**src/rtl/serial_add_sched_if.sv**
```systemverilog
// Request/result bundle for the bit-serial add scheduler: two requesters in,
// one shared result port out.
interface serial_add_sched_if #(
  parameter int unsigned WIDTH = 16
);
  logic             req0;
  logic             req1;
  logic [WIDTH-1:0] a0;
  logic [WIDTH-1:0] b0;
  logic [WIDTH-1:0] a1;
  logic [WIDTH-1:0] b1;
  logic             cin0;
  logic             cin1;
  logic             gnt0;
  logic             gnt1;
  logic             busy;
  logic             done;
  logic [WIDTH-1:0] sum;
  logic             cout;
  logic             owner;

  modport master (
    output req0, req1, a0, b0, a1, b1, cin0, cin1,
    input  gnt0, gnt1, busy, done, sum, cout, owner
  );

  modport slave (
    input  req0, req1, a0, b0, a1, b1, cin0, cin1,
    output gnt0, gnt1, busy, done, sum, cout, owner
  );
endinterface

```
**src/rtl/serial_add_sched.sv**
```systemverilog
// Bit-serial adder shared round-robin between two requesters: one full-adder
// cell, LSB first, carry held in a register, WIDTH cycles per add.
module fulladder1 (
  input  logic a,
  input  logic b,
  input  logic ci,
  output logic s,
  output logic co
);
  assign s  = a ^ b ^ ci;
  assign co = (a & b) | (ci & (a ^ b));
endmodule

module serial_add_sched #(
  parameter int unsigned WIDTH = 16
) (
  input  logic               clk,
  input  logic               rst,
  serial_add_sched_if.slave  bus
);
  localparam int unsigned CW = $clog2(WIDTH);

  typedef enum logic [1:0] {IDLE, RUN, DONE} state_e;

  state_e           state_q, state_d;
  logic [WIDTH-1:0] a_sh_q, b_sh_q;
  // Bit 0 of the sum shift register would leave unread on the final edge,
  // so only the upper WIDTH-1 partial-sum bits are stored.
  logic [WIDTH-2:0] s_sh_q;
  logic [WIDTH-1:0] s_sh_d;
  logic             carry_q;
  logic [CW-1:0]    cnt_q;
  logic             last_q;
  logic             gnt0_q, gnt1_q, done_q;
  logic [WIDTH-1:0] sum_q;
  logic             cout_q, owner_q;

  logic fa_s, fa_co;
  logic cnt_last;
  logic accept, win, step, fin;

  fulladder1 u_fa (
    .a  (a_sh_q[0]),
    .b  (b_sh_q[0]),
    .ci (carry_q),
    .s  (fa_s),
    .co (fa_co)
  );

  assign cnt_last = (cnt_q == CW'(WIDTH - 1));
  assign s_sh_d   = {fa_s, s_sh_q};

  always_ff @(posedge clk or negedge rst) begin
    if (!rst) state_q <= IDLE;
    else      state_q <= state_d;
  end

  always_comb begin
    state_d = state_q;
    unique case (state_q)
      IDLE:    if (bus.req0 | bus.req1) state_d = RUN;
      RUN:     if (cnt_last)            state_d = DONE;
      DONE:    state_d = IDLE;
      default: state_d = IDLE;
    endcase
  end

  always_comb begin
    accept = (state_q == IDLE) && (bus.req0 || bus.req1);
    win    = (bus.req0 && bus.req1) ? ~last_q : bus.req1;
    step   = (state_q == RUN);
    fin    = step && cnt_last;
  end

  always_ff @(posedge clk or negedge rst) begin
    if (!rst) begin
      a_sh_q  <= '0;
      b_sh_q  <= '0;
      s_sh_q  <= '0;
      carry_q <= 1'b0;
      cnt_q   <= '0;
      last_q  <= 1'b1;
      gnt0_q  <= 1'b0;
      gnt1_q  <= 1'b0;
      done_q  <= 1'b0;
      sum_q   <= '0;
      cout_q  <= 1'b0;
      owner_q <= 1'b0;
    end else begin
      gnt0_q <= accept & ~win;
      gnt1_q <= accept & win;
      done_q <= fin;
      if (accept) begin
        a_sh_q  <= win ? bus.a1 : bus.a0;
        b_sh_q  <= win ? bus.b1 : bus.b0;
        carry_q <= win ? bus.cin1 : bus.cin0;
        cnt_q   <= '0;
        last_q  <= win;
      end else if (step) begin
        s_sh_q  <= s_sh_d[WIDTH-1:1];
        a_sh_q  <= {1'b0, a_sh_q[WIDTH-1:1]};
        b_sh_q  <= {1'b0, b_sh_q[WIDTH-1:1]};
        carry_q <= fa_co;
        cnt_q   <= cnt_q + CW'(1);
      end
      if (fin) begin
        sum_q   <= s_sh_d;
        cout_q  <= fa_co;
        owner_q <= last_q;
      end
    end
  end

  assign bus.gnt0  = gnt0_q;
  assign bus.gnt1  = gnt1_q;
  assign bus.done  = done_q;
  assign bus.busy  = (state_q != IDLE);
  assign bus.sum   = sum_q;
  assign bus.cout  = cout_q;
  assign bus.owner = owner_q;
endmodule
```
**src/flat_wrapper.sv**
```systemverilog
// flat-port wrapper written by rule: the top's interface ports become plain ports
module serial_add_sched_flat 
#(
  parameter int unsigned WIDTH = 16
)
  (clk, rst, bus_req0, bus_req1, bus_a0, bus_b0, bus_a1, bus_b1, bus_cin0, bus_cin1, bus_gnt0, bus_gnt1, bus_busy, bus_done, bus_sum, bus_cout, bus_owner);
  serial_add_sched_if #(.WIDTH(WIDTH)) bus_i ();
  input  logic clk;
  input  logic rst;
  input wire logic [$bits(bus_i.req0)-1:0] bus_req0;
  input wire logic [$bits(bus_i.req1)-1:0] bus_req1;
  input wire logic [$bits(bus_i.a0)-1:0] bus_a0;
  input wire logic [$bits(bus_i.b0)-1:0] bus_b0;
  input wire logic [$bits(bus_i.a1)-1:0] bus_a1;
  input wire logic [$bits(bus_i.b1)-1:0] bus_b1;
  input wire logic [$bits(bus_i.cin0)-1:0] bus_cin0;
  input wire logic [$bits(bus_i.cin1)-1:0] bus_cin1;
  output wire logic [$bits(bus_i.gnt0)-1:0] bus_gnt0;
  output wire logic [$bits(bus_i.gnt1)-1:0] bus_gnt1;
  output wire logic [$bits(bus_i.busy)-1:0] bus_busy;
  output wire logic [$bits(bus_i.done)-1:0] bus_done;
  output wire logic [$bits(bus_i.sum)-1:0] bus_sum;
  output wire logic [$bits(bus_i.cout)-1:0] bus_cout;
  output wire logic [$bits(bus_i.owner)-1:0] bus_owner;
  assign bus_i.req0 = bus_req0;
  assign bus_i.req1 = bus_req1;
  assign bus_i.a0 = bus_a0;
  assign bus_i.b0 = bus_b0;
  assign bus_i.a1 = bus_a1;
  assign bus_i.b1 = bus_b1;
  assign bus_i.cin0 = bus_cin0;
  assign bus_i.cin1 = bus_cin1;
  assign bus_gnt0 = bus_i.gnt0;
  assign bus_gnt1 = bus_i.gnt1;
  assign bus_busy = bus_i.busy;
  assign bus_done = bus_i.done;
  assign bus_sum = bus_i.sum;
  assign bus_cout = bus_i.cout;
  assign bus_owner = bus_i.owner;
  serial_add_sched #(.WIDTH(WIDTH)) u_core (.clk(clk), .rst(rst), .bus(bus_i));
endmodule
```
**config.mk**
```make
export PLATFORM = sky130hd
export DESIGN_NAME = serial_add_sched_flat
export DESIGN_NICKNAME = d
export VERILOG_FILES = /design/src/rtl/serial_add_sched_if.sv /design/src/rtl/serial_add_sched.sv /design/src/flat_wrapper.sv
export SDC_FILE = /design/constraint.sdc
export NUM_CORES = 1
export LEC_CHECK = 0
export BUFFER_PORTS_ARGS = -buffer_cell sky130_fd_sc_hd__buf_2
export CORE_MARGIN = 5
export CORE_UTILIZATION = 48
export DETAILED_ROUTE_END_ITERATION = 7
export HOLD_SLACK_MARGIN = 0.12
export PLACE_DENSITY = 0.76
export SKIP_CTS_REPAIR_TIMING = 1
export SYNTH_ARGS = -nofsm -noshare
export SYNTH_HDL_FRONTEND = slang
export SYNTH_HIERARCHICAL = 1
export SYNTH_SLANG_ARGS = --single-unit
```
**constraint.sdc**
```tcl
create_clock -name clk -period 1.6 [get_ports clk]
set_input_delay 0.16 -clock clk [delete_from_list [all_inputs] [get_ports clk]]
set_output_delay 0.16 -clock clk [all_outputs]
set_load 0.005 [all_outputs]
```
* Word-level counts from Yosys, hierarchy flattened *
Cells that the tools add are included.

word-level totals
  bits of input ports = 70
  output and inout bits = 22
  word-level logic and storage cells = 53
  register bits after elaboration = 76

cells by class
  reductions and logical operators = 9
  bitwise gates (word level) = 11
  $add $sub $neg = 1
  eq/ne operators = 4
  muxes and demuxes = 15

operators by type and width
  operator                                               number
  2-to-1 mux 16 bit                                      6
  2-to-1 mux 4 bit                                       2
  adder 4 x 1 -> 4 bit, second input constant            1
  bitwise AND 1 bit                                      4
  equality test 4 bit, second input constant             1
  2-to-1 mux 1 bit                                       4
  2-to-1 mux 2 bit                                       2
  inequality test 2 x 1 -> 1 bit, second input constant  2
  case mux 2 bit (2 select lines)                        1
  AND reduction 2 bit                                    2
  nonzero test 2 bit                                     2
  logical AND 1 bit                                      3
  NOT 1 bit                                              3
  equality test 2 x 1 -> 1 bit, second input constant    1
  zero test 2 bit                                        1
  OR 1 bit                                               2
  bitwise XOR 1 bit                                      2
  logical OR 1 bit                                       1

* Logic depth before layout (Yosys ltp) *
  word-level depth = 5
  depth in mapped cells = 6
  depth with buffers taken out = 4

* Modules after synthesis *
The synthesis kept the hierarchy.

by module, submodules not included
  module            area an instance (um^2)  cells an instance  instances
  serial_add_sched  3,602.2                  303                1
  fulladder1        20.0                     1                  1

* Least setup slack after synthesis *
No wires, ideal clock.

  path type = register to register
  start = register u_core.cnt_q[0]
  end = register u_core.sum_q[10], in the netlist u_core/bus.sum[10]
  data required time = 1,475 ps
  slack = 89 ps
  stages on the path, launching flop included = 6
  buffers on the path = 1
  data arrival time = 1,386 ps
  library setup time = 125 ps
  clock period less this slack = 1,511 ps
  cells stage by stage = dfrtp_1 > ha_1 > nand3_1 > nor2_8 > buf_6 > mux2_4

on the way
  longest elaborated chain between the ends = 2

RTL lines
  element                   line                     RTL
  start: declaration        serial_add_sched.sv:32   logic [CW-1:0] cnt_q;
  start signal: assignment  serial_add_sched.sv:104  cnt_q <= cnt_q + CW'(1);
  equality test 4 bit       serial_add_sched.sv:50   assign cnt_last = (cnt_q == CW'(WIDTH - 1));
  logical AND 1 bit         serial_add_sched.sv:72   fin = step && cnt_last;
  via u_core.fin            serial_add_sched.sv:40   logic accept, win, step, fin;
  end signal: assignment    serial_add_sched.sv:107  sum_q <= s_sh_d;
  end: declaration          serial_add_sched.sv:35   logic [WIDTH-1:0] sum_q;

The timed path passes the listed nets, and every way through them passes these cells.
A chain may end at the register's enable or synchronous reset.

* Worst setup path in the final report *
  start = register u_core.cnt_q[0]
  end = register u_core.sum_q[11], in the netlist u_core/bus.sum[11]

on the way
  longest elaborated chain between the ends = 2

RTL lines
  element              line
  equality test 4 bit  serial_add_sched.sv:50
  logical AND 1 bit    serial_add_sched.sv:72

No other way between the ends.

==> impl_metrics.py <==
metrics = {
    "hold_path": {
        "min_from": "bus_a0[2]",
        "hold_path_endpoint": "u_core/a_sh_q[2]$_DFFE_PN0P_",
        "holdCritPathClass": "primary input to flop",
        "worst_hold_path.num_cells": 3,
    },
    "critical_path": {
        "critical_path_buf_inv_count": 1,
        "critical-path-slowest-cell": "sky130_fd_sc_hd__dfrtp_1",
        "path_cells": "ha_1 > nand3_4 > nor2_8 > buf_4 > mux2_4",
        "rr_endpoint": "u_core/bus.sum[11]$_DFFE_PN0P_",
        "cp_top_family": "flip-flops",
        "endpoint_kind": "flop",
        "critical_path_class": "flop to flop",
        "cpPeakStageDelay_ns": 0.38,
        "cp_data_arrival_time_ns": 1.74,
        "worst_r2r_path_depth": 5,
        "timing.critical_path.fanout_max": 6,
        "critical_path.startpoint_type": "flop",
        "reg2reg_slack_ns": 0.09,
        "cp.required_ns": 1.83,
        "rr_startpoint": "u_core/cnt_q[0]$_DFFE_PN0P_",
    },
    "routing": {
        "route.antenna.remaining_nets": 0,
        "drt_drc_violations_left": 0,
        "routedWlPerCell_um": 18.23,
        "detailroute.via_count": 3126,
        "finalWirelength_mm": 9.405,
        "drt_first_iter_violations": 229,
        "first_pass_iters": 4,
        "drt-vias-per-instance": 6.058,
    },
    "timing": {
        "final-max-slew-violation-count": 0,
        "worstMarginPinSlew_ns": 0.3458,
        "rsz0062_at_grt": "no",
        "clock-skew-final_ns": 0.006932,
        "setup_viol_count_final": 0,
        "max_freq_mhz": 661.8,
        "maxSlewHeadroom_pct": 76.77,
        "report.final.hold_viol_count": 0,
        "post-route-period-util_pct": 94.44,
        "fin_ws_ns": 0.08895,
        "layout_min_cycle_time_ns": 1.511,
    },
    "synthesis": {
        "yosysWarningCount": 6,
        "synth_cell_types": 34,
        "synth-adder-area-share_pct": 0.8981,
        "synth_compound_gate_area_share_pct": 19.41,
        "synthTopCellsByCount": "75 x sky130_fd_sc_hd__dfrtp_1, 31 x sky130_fd_sc_hd__a31oi_1, 31 x sky130_fd_sc_hd__a32oi_1, 31 x sky130_fd_sc_hd__nand4_1, 27 x sky130_fd_sc_hd__a21oi_1",
        "edff_count_synth": 0,
        "syn-mean-instance-area_um2": 11.92,
        "synth_area_leader_cell": "sky130_fd_sc_hd__dfrtp_1",
        "netlist_instances": 304,
        "syn-num-nets": 376,
        "synth.cell_area_um2": 3622,
        "netlist.area_leader.share_pct": 51.81,
        "yosysSeqAreaShare_pct": 52.54,
        "register_bit_count_reported_by_yosys": 76,
        "synth.mux.area_fraction_pct": 11.19,
        "ys_top_cells_by_area": "sky130_fd_sc_hd__dfrtp_1 52%, sky130_fd_sc_hd__a32oi_1 7.5%, sky130_fd_sc_hd__mux2_2 7.5%",
        "synth_flop_cell": "sky130_fd_sc_hd__dfrtp_1",
        "largest_family_of_logic_cells_by_synthesized_area": "compound AO/OA/AOI/OAI gates",
        "asyncSetResetFlopFracSynth_pct": 100.0,
        "synthXorXnorAreaFrac_pct": 0.2418,
        "most_common_cell_in_the_netlist": "sky130_fd_sc_hd__dfrtp_1",
        "synthesized_area_fraction_occupied_by_and_or_nand_nor_cells_pct": 9.637,
    },
    "clock_tree": {
        "clock-sinks": 76,
        "clk_path_buf_depth": 2,
        "tritoncts.num_buffers": 9,
        "cts_tree": "done",
        "clk_transition_reported_paths_ns": 0.08,
        "cts_root_buf": "sky130_fd_sc_hd__clkbuf_8",
        "htree_levels": 3,
        "clk_latency_ns": 0.33,
    },
    "grt": {
        "wire_length_of_the_first_global_routing_pass_mm": 15.65,
        "gr-usage-met2_pct": 29.72,
        "grt_max_degree": 43,
        "grt_antenna_before_repair": 0,
        "vias_in_the_first_global_route": 3212,
        "grtUsageTotal_pct": 19.81,
        "grtUsageMet1_pct": 27.58,
        "busiest_layer_in_global_routing": "met2",
        "globalRouteMet3Util_pct": 5.108,
        "total_global_routing_overflow": 0,
    },
    "placement": {
        "buffer_ports.inserted": 91,
        "dpl_worst_slack_ns": 0.0008368,
        "detailed_place_hpwl_mm": 6.358,
        "gpl.final_weighted_congestion": 0.8089,
    },
    "floorplanning": {
        "die_area_um2": 9384,
        "chipWidth_um": 96.87,
        "num_rows": 31,
        "design.core.area_um2": 7292,
        "top_level_ports": 92,
        "fp.dieH_um": 96.87,
        "initial_core_util_pct": 49.67,
    },
    "layout": {
        "antennaDiodeCount": 0,
        "num-fill-cells": 645,
        "areaGrowthSynthToFinish_pct": 26.84,
        "fin_util_pct": 63.01,
        "final_nets": 484,
        "fraction_of_final_layout_cells_sized_beyond_drive_strength_1_pct": 42.45,
    },
    "pwr": {
        "power.ir.vdd_worst_uv": 752.6,
        "leakage_nw": 2.052,
        "power_density_nw_per_um2": 1704,
    },
    "run_status": {
        "run_status": "finished clean",
    },
    "run": {
        "max_cap_viol_count": 0,
    },
}
cell families after synthesis:
| group | after synthesis |
|---|---|
| adder cells (fa/ha/maj) | 2 |
| flip-flops | 76 |
| multiplexers | 33 |
| AND/OR/NAND/NOR | 54 |
| buffers and inverters | 36 |
| AO/OA/AOI/OAI | 102 |
| XOR/XNOR | 1 |
power breakdown:
part	total (W)	switching, W	internal, W
clock	0.00132	0.000672	0.000643
combinational	0.00311	0.00148	0.00163
sequential	0.00341	0.000605	0.00280
registers in the layout (all words and copies together), names as in the netlist:
signal,flops
u_core/a_sh_q,16
u_core/b_sh_q,16
u_core/bus.cout,1
u_core/bus.done,1
u_core/bus.gnt0,1
u_core/bus.gnt1,1
u_core/bus.owner,1
u_core/bus.sum,16
u_core/carry_q,1
u_core/cnt_q,4
u_core/last_q,1
u_core/s_sh_q,15
u_core/state_q,2
layout make-up:
type	instances	area [um^2]	area share (%)
clock inverter	4	25.02	0.5447
sequential	76	1904	41.45
tap	99	123.9	2.696
timing repair buffer	130	853.3	18.57
clock buffer	12	155.1	3.377
multi-input combinational	192	1521	33.12
inverter	3	11.26	0.2451
worst min-delay path, cell delays in order:
cell,delay (ns)
sky130_fd_sc_hd__buf_2,0.10
sky130_fd_sc_hd__nand4_1,0.07
sky130_fd_sc_hd__a31oi_1,0.08
how the worst max path moves through the flow:
stage,start,to,slack [ns],depth (start not counted)
6_report,u_core/cnt_q[0]$_DFFE_PN0P_,u_core/bus.sum[11]$_DFFE_PN0P_,0.09,5
5_1_grt,u_core/cnt_q[0]$_DFFE_PN0P_,u_core/bus.sum[9]$_DFFE_PN0P_,0.01,5
4_1_cts,u_core/cnt_q[0]$_DFFE_PN0P_,u_core/bus.sum[9]$_DFFE_PN0P_,-0.01,5
3_5_place_dp,u_core/cnt_q[0]$_DFFE_PN0P_,u_core/bus.sum[11]$_DFFE_PN0P_,0.0008,5
3_3_place_gp,u_core/cnt_q[0]$_DFFE_PN0P_,u_core/bus.sum[10]$_DFFE_PN0P_,0.06,5
2_1_floorplan,u_core/cnt_q[0]$_DFFE_PN0P_,u_core/bus.sum[10]$_DFFE_PN0P_,0.09,5
cell usage in the layout, fill, tap and decap left out, types with 4 or more instances in the layout:
cell / n
sky130_fd_sc_hd__a21oi_2: 5
sky130_fd_sc_hd__buf_12: 5
sky130_fd_sc_hd__and3_1: 4
sky130_fd_sc_hd__a31oi_1: 31
sky130_fd_sc_hd__mux2_2: 24
sky130_fd_sc_hd__nand4_1: 31
sky130_fd_sc_hd__a32oi_1: 31
sky130_fd_sc_hd__mux2_4: 9
sky130_fd_sc_hd__dlygate4sd3_1: 16
sky130_fd_sc_hd__buf_4: 19
sky130_fd_sc_hd__dfrtp_1: 74
sky130_fd_sc_hd__buf_2: 90
sky130_fd_sc_hd__a21oi_1: 27
sky130_fd_sc_hd__clkbuf_8: 11
metrics by stage:
stage                     setup TNS (ns)  instances  hold WS (ns)  area [um^2]  power, W
final                                  0        516        0.1081         4594  0.007831
after global routing                   0        516        0.1198         4594  0.008356
after CTS                       -0.04751        499       -0.3548         4405  0.007795
after detailed placement               0        483       0.01783         4225  0.006453
after global placement                 0        483       0.01651         4225  0.006288
after floorplan                        0        304       -0.1356         3622  0.005408
per-layer routing:
| metal | up-vias | part of all wire (%) |
|---|---|---|
| li1 | 1418 | - |
| met1 | 1521 | 42 |
| met2 | 173 | 47 |
| met3 | 14 | 9.5 |
| met4 | 0 | 1.4 |
| met5 | - | 0 |
No activity file was read; power rests on OpenSTA's default activity.
